===== src/rtl/msrv32_pc_unit_if.sv =====
// Program-counter unit interface: redirect requests, fetch handshake and PC
// outputs. The slave modport belongs to the PC unit and the master modport
// to the core or testbench that drives it.
//   inputs to PC unit : branch_taken_in, iaddr_in, trap_taken_in, trap_addr_in,
//                       mret_in, epc_in, i_ready_in, stall_in
//   outputs of PC unit: pc_out, pc_plus_4_out, i_addr_out, i_req_out,
//                       instr_valid_out, misaligned_instr_out
interface msrv32_pc_unit_if #(
  parameter int unsigned WIDTH = 32
);
  logic             branch_taken_in;
  logic [WIDTH-1:0] iaddr_in;
  logic             trap_taken_in;
  logic [WIDTH-1:0] trap_addr_in;
  logic             mret_in;
  logic [WIDTH-1:0] epc_in;
  logic             i_ready_in;
  logic             stall_in;
  logic [WIDTH-1:0] pc_out;
  logic [WIDTH-1:0] pc_plus_4_out;
  logic [WIDTH-1:0] i_addr_out;
  logic             i_req_out;
  logic             instr_valid_out;
  logic             misaligned_instr_out;

  modport master (
    output branch_taken_in, iaddr_in, trap_taken_in, trap_addr_in,
           mret_in, epc_in, i_ready_in, stall_in,
    input  pc_out, pc_plus_4_out, i_addr_out, i_req_out,
           instr_valid_out, misaligned_instr_out
  );

  modport slave (
    input  branch_taken_in, iaddr_in, trap_taken_in, trap_addr_in,
           mret_in, epc_in, i_ready_in, stall_in,
    output pc_out, pc_plus_4_out, i_addr_out, i_req_out,
           instr_valid_out, misaligned_instr_out
  );
endinterface


===== src/rtl/msrv32_pc_unit.sv =====
// Program counter and fetch-request control for the msrv32 core.
// Ports:
//   clk_in   - single clock, rising edge
//   rst_n_in - asynchronous active-low reset
//   bus      - msrv32_pc_unit_if.slave (redirects, fetch handshake, PC outputs)
// States: BOOT (one idle cycle after reset), RUN (fetching), HOLD (parked on a
// misaligned taken target until a trap arrives).
module msrv32_pc_unit #(
  parameter int unsigned     WIDTH     = 32,
  parameter logic [WIDTH-1:0] BOOT_ADDR = '0
) (
  input logic               clk_in,
  input logic               rst_n_in,
  msrv32_pc_unit_if.slave   bus
);

  typedef enum logic [1:0] {
    BOOT = 2'd0,
    RUN  = 2'd1,
    HOLD = 2'd2
  } state_e;

  state_e           state_q, state_d;
  logic [WIDTH-1:0] pc_q, pc_d;
  logic             mis_q, mis_d;
  logic [WIDTH-1:0] pc_plus_4;
  logic [WIDTH-1:0] target;
  logic             advance;

  assign pc_plus_4 = pc_q + WIDTH'(4);
  // Bit 0 of every jump target is dropped, as JALR requires.
  assign target    = bus.iaddr_in & ~WIDTH'(1);
  assign advance   = bus.i_ready_in & ~bus.stall_in;

  // State, PC and misalignment flag registers.
  always_ff @(posedge clk_in or negedge rst_n_in) begin
    if (!rst_n_in) begin
      state_q <= BOOT;
      pc_q    <= BOOT_ADDR;
      mis_q   <= 1'b0;
    end else begin
      state_q <= state_d;
      pc_q    <= pc_d;
      mis_q   <= mis_d;
    end
  end

  // Next-state, next-PC and fetch/retire decode.
  always_comb begin
    state_d             = state_q;
    pc_d                = pc_q;
    mis_d               = mis_q;
    bus.i_req_out       = 1'b0;
    bus.instr_valid_out = 1'b0;
    unique case (state_q)
      BOOT: begin
        state_d = RUN;
      end
      RUN: begin
        bus.i_req_out       = 1'b1;
        bus.instr_valid_out = advance;
        if (bus.trap_taken_in) begin
          pc_d  = bus.trap_addr_in;
          mis_d = 1'b0;
        end else if (bus.mret_in) begin
          pc_d = bus.epc_in;
        end else if (advance) begin
          if (bus.branch_taken_in) begin
            // A target with bit 1 set cannot be fetched: park in HOLD.
            if (target[1]) begin
              mis_d   = 1'b1;
              state_d = HOLD;
            end else begin
              pc_d = target;
            end
          end else begin
            pc_d = pc_plus_4;
          end
        end
      end
      HOLD: begin
        if (bus.trap_taken_in) begin
          pc_d    = bus.trap_addr_in;
          mis_d   = 1'b0;
          state_d = RUN;
        end
      end
      default: begin
        state_d = BOOT;
      end
    endcase
  end

  assign bus.pc_out               = pc_q;
  assign bus.i_addr_out           = pc_q;
  assign bus.pc_plus_4_out        = pc_plus_4;
  assign bus.misaligned_instr_out = mis_q;

endmodule


===== src/flat_wrapper.sv =====
// flat-port wrapper written by rule: the top's interface ports become plain ports
module msrv32_pc_unit_flat 
#(
  parameter int unsigned     WIDTH     = 32,
  parameter logic [WIDTH-1:0] BOOT_ADDR = '0
)
  (clk_in, rst_n_in, bus_branch_taken_in, bus_iaddr_in, bus_trap_taken_in, bus_trap_addr_in, bus_mret_in, bus_epc_in, bus_i_ready_in, bus_stall_in, bus_pc_out, bus_pc_plus_4_out, bus_i_addr_out, bus_i_req_out, bus_instr_valid_out, bus_misaligned_instr_out);
  msrv32_pc_unit_if #(.WIDTH(WIDTH)) bus_i ();
  input logic clk_in;
  input logic rst_n_in;
  input wire logic [$bits(bus_i.branch_taken_in)-1:0] bus_branch_taken_in;
  input wire logic [$bits(bus_i.iaddr_in)-1:0] bus_iaddr_in;
  input wire logic [$bits(bus_i.trap_taken_in)-1:0] bus_trap_taken_in;
  input wire logic [$bits(bus_i.trap_addr_in)-1:0] bus_trap_addr_in;
  input wire logic [$bits(bus_i.mret_in)-1:0] bus_mret_in;
  input wire logic [$bits(bus_i.epc_in)-1:0] bus_epc_in;
  input wire logic [$bits(bus_i.i_ready_in)-1:0] bus_i_ready_in;
  input wire logic [$bits(bus_i.stall_in)-1:0] bus_stall_in;
  output wire logic [$bits(bus_i.pc_out)-1:0] bus_pc_out;
  output wire logic [$bits(bus_i.pc_plus_4_out)-1:0] bus_pc_plus_4_out;
  output wire logic [$bits(bus_i.i_addr_out)-1:0] bus_i_addr_out;
  output wire logic [$bits(bus_i.i_req_out)-1:0] bus_i_req_out;
  output wire logic [$bits(bus_i.instr_valid_out)-1:0] bus_instr_valid_out;
  output wire logic [$bits(bus_i.misaligned_instr_out)-1:0] bus_misaligned_instr_out;
  assign bus_i.branch_taken_in = bus_branch_taken_in;
  assign bus_i.iaddr_in = bus_iaddr_in;
  assign bus_i.trap_taken_in = bus_trap_taken_in;
  assign bus_i.trap_addr_in = bus_trap_addr_in;
  assign bus_i.mret_in = bus_mret_in;
  assign bus_i.epc_in = bus_epc_in;
  assign bus_i.i_ready_in = bus_i_ready_in;
  assign bus_i.stall_in = bus_stall_in;
  assign bus_pc_out = bus_i.pc_out;
  assign bus_pc_plus_4_out = bus_i.pc_plus_4_out;
  assign bus_i_addr_out = bus_i.i_addr_out;
  assign bus_i_req_out = bus_i.i_req_out;
  assign bus_instr_valid_out = bus_i.instr_valid_out;
  assign bus_misaligned_instr_out = bus_i.misaligned_instr_out;
  msrv32_pc_unit #(.WIDTH(WIDTH), .BOOT_ADDR(BOOT_ADDR)) u_core (.clk_in(clk_in), .rst_n_in(rst_n_in), .bus(bus_i));
endmodule

===== config.mk =====
export PLATFORM = sky130hd
export DESIGN_NAME = msrv32_pc_unit_flat
export DESIGN_NICKNAME = d
export VERILOG_FILES = /design/src/rtl/msrv32_pc_unit_if.sv /design/src/rtl/msrv32_pc_unit.sv /design/src/flat_wrapper.sv
export SDC_FILE = /design/constraint.sdc
export NUM_CORES = 1
export LEC_CHECK = 0
export ABC_AREA = 1
export ABC_CLOCK_PERIOD_IN_PS = 4600
export CAP_MARGIN = 20
export CORE_ASPECT_RATIO = 1.5
export CORE_UTILIZATION = 43
export DETAILED_ROUTE_END_ITERATION = 10
export MAX_ROUTING_LAYER = met4
export PLACE_DENSITY = 0.92
export SLEW_MARGIN = 20
export SYNTH_ARGS = -nofsm -noshare
export SYNTH_HDL_FRONTEND = slang
export SYNTH_SLANG_ARGS = --single-unit

===== constraint.sdc =====
create_clock -name clk_in -period 4.6 [get_ports clk_in]
set_input_delay 1.38 -clock clk_in [delete_from_list [all_inputs] [get_ports clk_in]]
set_output_delay 1.38 -clock clk_in [all_outputs]
set_load 0.005 [all_outputs]

==> summary.txt <==
Run status
  • Status: finished, final reports clean

Finish
  • Share of post-route cells with drive strength above 1: 0.0546
  • Final instance area: 5670 sq um
  • Count of fill cells added during filler insertion: 714
  • Final Instance Count excl. Fillers: 876
  • Layout Nets: 876
  • Synthesis-to-finish area growth: 51.8%
  • Antenna fix cells: 0

Synthesis
  • Gate Count Post-Synth: 613
  • Count of state elements after synthesis: 35
  • Fraction of the yosys area taken by sequential cells: 0.235
  • EDFF count, synth: 0
  • Distinct cells, synth: 36
  • Syn_area_per_cell: 6.09 sq um
  • Ys async rst share: 1.00
  • Primary FF master, synth: dfrtp_1
  • Synthesized netlist net count: 721
  • Yosys warns: 0
  • Summed instance area of the synthesized netlist: 3730 sq um

Global routing
  • Total congestion overflow: 0
  • Largest net degree at the start of global routing: 47
  • GR Util All Layers: 0.311
  • Vias in the first global route: 4,687
  • Antenna violations before repair: 0
  • Wire length of the first global-routing pass: 21.5 mm

Timing
  • Final worst clock skew: 0.00759 ns
  • Total negative slack for setup checks: 0 ns
  • Slew at the pin closest to its max-slew limit: 0.886 ns
  • Number of pins exceeding their max-slew limit in the final report: 0
  • Fin crit share: 0.891
  • Relative slew margins: 0.409
  • RSZ-0062 raised after global routing: no
  • Final count of negative-setup-slack endpoints: 0
  • Highest Clock Rate: 0.244 GHz
  • Crit path time final: 4.10 ns
  • Final hold vios: 0

Worst setup path
  • Critical Path AT: 2.72 ns
  • Cells traversed along the worst timing path: clkdlybuf4s50_1, inv_1, nor2_1, inv_1, nor2_1, clkdlybuf4s50_1
  • Kind of end point of the critical path: primary output
  • Crit path launch type: primary input
  • Setup Crit Path Kind: in -> out
  • Crit path depth: 6
  • CP max-delay cell: clkdlybuf4s50_1
  • Sum of buffers and inverters on the critical path: 4
  • Launching instance or port of the critical path: bus_i_ready_in
  • R2R Path Start: u_core.state_q[0]$_DFFE_PN0P_
  • Largest incremental delay on the critical path: 0.51 ns
  • Reg2Reg Depth: 12
  • Family with the most delay on the worst path: buffers and inverters
  • Largest fanout of any net on the critical path: 2
  • Worst EP required: 3.22 ns

Place
  • Global placement routability congestion: 0.926
  • Sum of net half-perimeters after detailed placement: 10.4 mm
  • Placed cell area: 5510 sq um
  • Inst Count DP: 868
  • Count of input and output buffers: 200

Pwr
  • IR Drop Worst-Case VDD: 425 uV
  • Overall Power: 3.59 mW
  • Static Leakage: 2.66 nW
  • Pwr per Cell Area: 632 nW/um^2

Floorplanning
  • Starting density of the core: 0.444
  • Count of pins on the block boundary: 202
  • Die outline width: 78.1 um
  • Number of rows in the core area: 41
  • Die Span Y: 116 um
  • Area of the die: 9070 sq um
  • CORE AREA: 8410 sq um

Clock tree
  • Master cell of the clock root buffer: clkbuf_16
  • Sinks on the clock net: 35
  • Worst-Skew Late Latency: 0.28 ns
  • Maximum clock insertion buffer count: 2
  • Clock tree from TritonCTS: done
  • Depth of the CTS H-tree: 2
  • Clock edge transition at the registers on the reported setup and hold paths: 0.06 ns
  • Buffers inserted by post-CTS timing repair: 0
  • Number of CTS-inserted buffers: 5
  • Cells resized by post-CTS repair: 0
  • Cts-stage hold buffer count: 0

Drt
  • Per-cell via count in the routed design: 5.32
  • Number of routed nets with antenna violations: 0
  • Final routed wire length divided by cell count: 15.7 um
  • Total iterations of the first detailed-routing run: 5
  • Number of design rule violations left after detail routing: 0
  • Via count: 4,659
  • Total wire length: 13.7 mm
  • Number of violations reported at the end of detailed-routing iteration 0: 290

Min path
  • Worst min path class: reg -> reg
  • Worst Min Path Start: u_core.bus.misaligned_instr_out$_DFFE_PN0P_
  • Hold Crit Depth: 2

Job
  • Count of maximum capacitance violations: 0
[cells by family after synthesis]
kind of cell | Yosys count | share of synthesized area
adders and majority gates | 5 | 0.0168
DFF | 35 | 0.235
xor gates and xnor gates | 7 | 0.0164
and+or+nand+nor | 350 | 0.405
AOI/OAI and AO/OA | 106 | 0.165
buffers and inverters | 110 | 0.163
[path summary, 6_finish.rpt]
kind / to / slack [ns]
max reg2reg: u_core.bus.i_addr_out[1]$_DFFE_PN0P_ / 1.83
min reg2reg: u_core.bus.misaligned_instr_out$_DFFE_PN0P_ / 0.59
min: u_core.bus.misaligned_instr_out$_DFFE_PN0P_ / 0.59
min in group asynchronous: u_core.bus.i_addr_out[20]$_DFFE_PN0P_ / 1.22
max: bus_instr_valid_out / 0.50
max in group asynchronous: u_core.bus.i_addr_out[29]$_DFFE_PN0P_ / 2.82
[worst reg2reg max path: stages (launching register included)]
cell	delay, ns
dfrtp_1	0.38
inv_1	0.09
ha_1	0.24
inv_2	0.48
nor2_1	0.08
inv_1	0.09
nand2_1	0.06
inv_2	0.07
nand3_2	0.39
buf_12	0.36
a31oi_2	0.25
nor2_1	0.06
a21oi_1	0.13
[placed cells by master, fill, tap and decap left out, types with 7 or more instances in the layout]
cell type / Yosys / routed
a21boi_1: 12 / 12
a21oi_1: 38 / 38
clkdlybuf4s50_1: 0 / 199
dfrtp_1: 35 / 35
inv_1: 50 / 50
nand2_1: 207 / 207
nand3_1: 31 / 31
nor2_1: 84 / 83
nor2_2: 6 / 7
o21ai_0: 32 / 32
o21ai_1: 7 / 7
xor2_1: 7 / 7
[power breakdown]
part	total, mW	internal, mW	switching, mW
sequential	0.745	0.481	0.264
combinational	2.47	1.28	1.20
clock	0.368	0.231	0.137
[registers in the layout, indices dropped and copies added, names as in the netlist]
signal,count
u_core.bus.i_addr_out,32
u_core.bus.misaligned_instr_out,1
u_core.state_q,2
[stage by stage]
stage | util | hold WS, ns | setup WS [ns]
floorplan | - | 0.538 | 1.56
global placement | 0.655 | 0.559 | 0.527
detailed placement | 0.655 | 0.574 | 0.536
CTS | 0.674 | 0.594 | 0.514
global route | 0.674 | 0.620 | 0.442
finish | 0.674 | 0.592 | 0.503
[metal layers]
layer,GRT usage,share of wire,vias to the layer above
met3,0.0359,0.065,45
met5,-,0,-
met4,0.183,0.044,0
met1,0.311,0.36,2147
met2,0.577,0.53,249
li1,-,-,2218
[cell usage after synthesis, types with 2 or more instances]
| library cell | count | area, sq um |
|---|---|---|
| buf_6 | 4 | 45.0 |
| buf_2 | 4 | 20.0 |
| buf_4 | 37 | 278 |
| a21boi_0 | 2 | 15.0 |
| nor2_8 | 4 | 80.1 |
| nor2_2 | 6 | 37.5 |
| a21boi_1 | 12 | 90.1 |
| nand4_1 | 3 | 18.8 |
| nand3b_1 | 2 | 15.0 |
| nor2_4 | 2 | 22.5 |
| nand2_1 | 207 | 777 |
| a21oi_1 | 38 | 190 |
| a2bb2oi_1 | 3 | 26.3 |
| ha_1 | 5 | 62.6 |
| clkbuf_1 | 9 | 33.8 |
| o21ai_0 | 32 | 160 |
| nand3_1 | 31 | 155 |
| inv_2 | 3 | 11.3 |
| a22oi_1 | 6 | 45.0 |
| dfrtp_1 | 35 | 876 |
| xor2_1 | 7 | 61.3 |
| clkbuf_8 | 2 | 27.5 |
| o21ai_1 | 7 | 35.0 |
| a21oi_2 | 2 | 17.5 |
| inv_1 | 50 | 188 |
| nor2_1 | 84 | 315 |
| a32oi_1 | 2 | 17.5 |
| nand2_2 | 6 | 37.5 |
[cell type report]
cell class | instances | area [sq um] | area share
Timing Repair Buffer | 205 | 2050 | 0.361
Tap cell | 107 | 134 | 0.0236
Clock inverter | 1 | 7.51 | 0.00132
Inverter | 53 | 199 | 0.0351
Multi-Input combinational cell | 468 | 2250 | 0.397
Sequential cell | 35 | 876 | 0.154
Clock buffer | 7 | 153 | 0.0269
(Power assumes the default switching activity.)
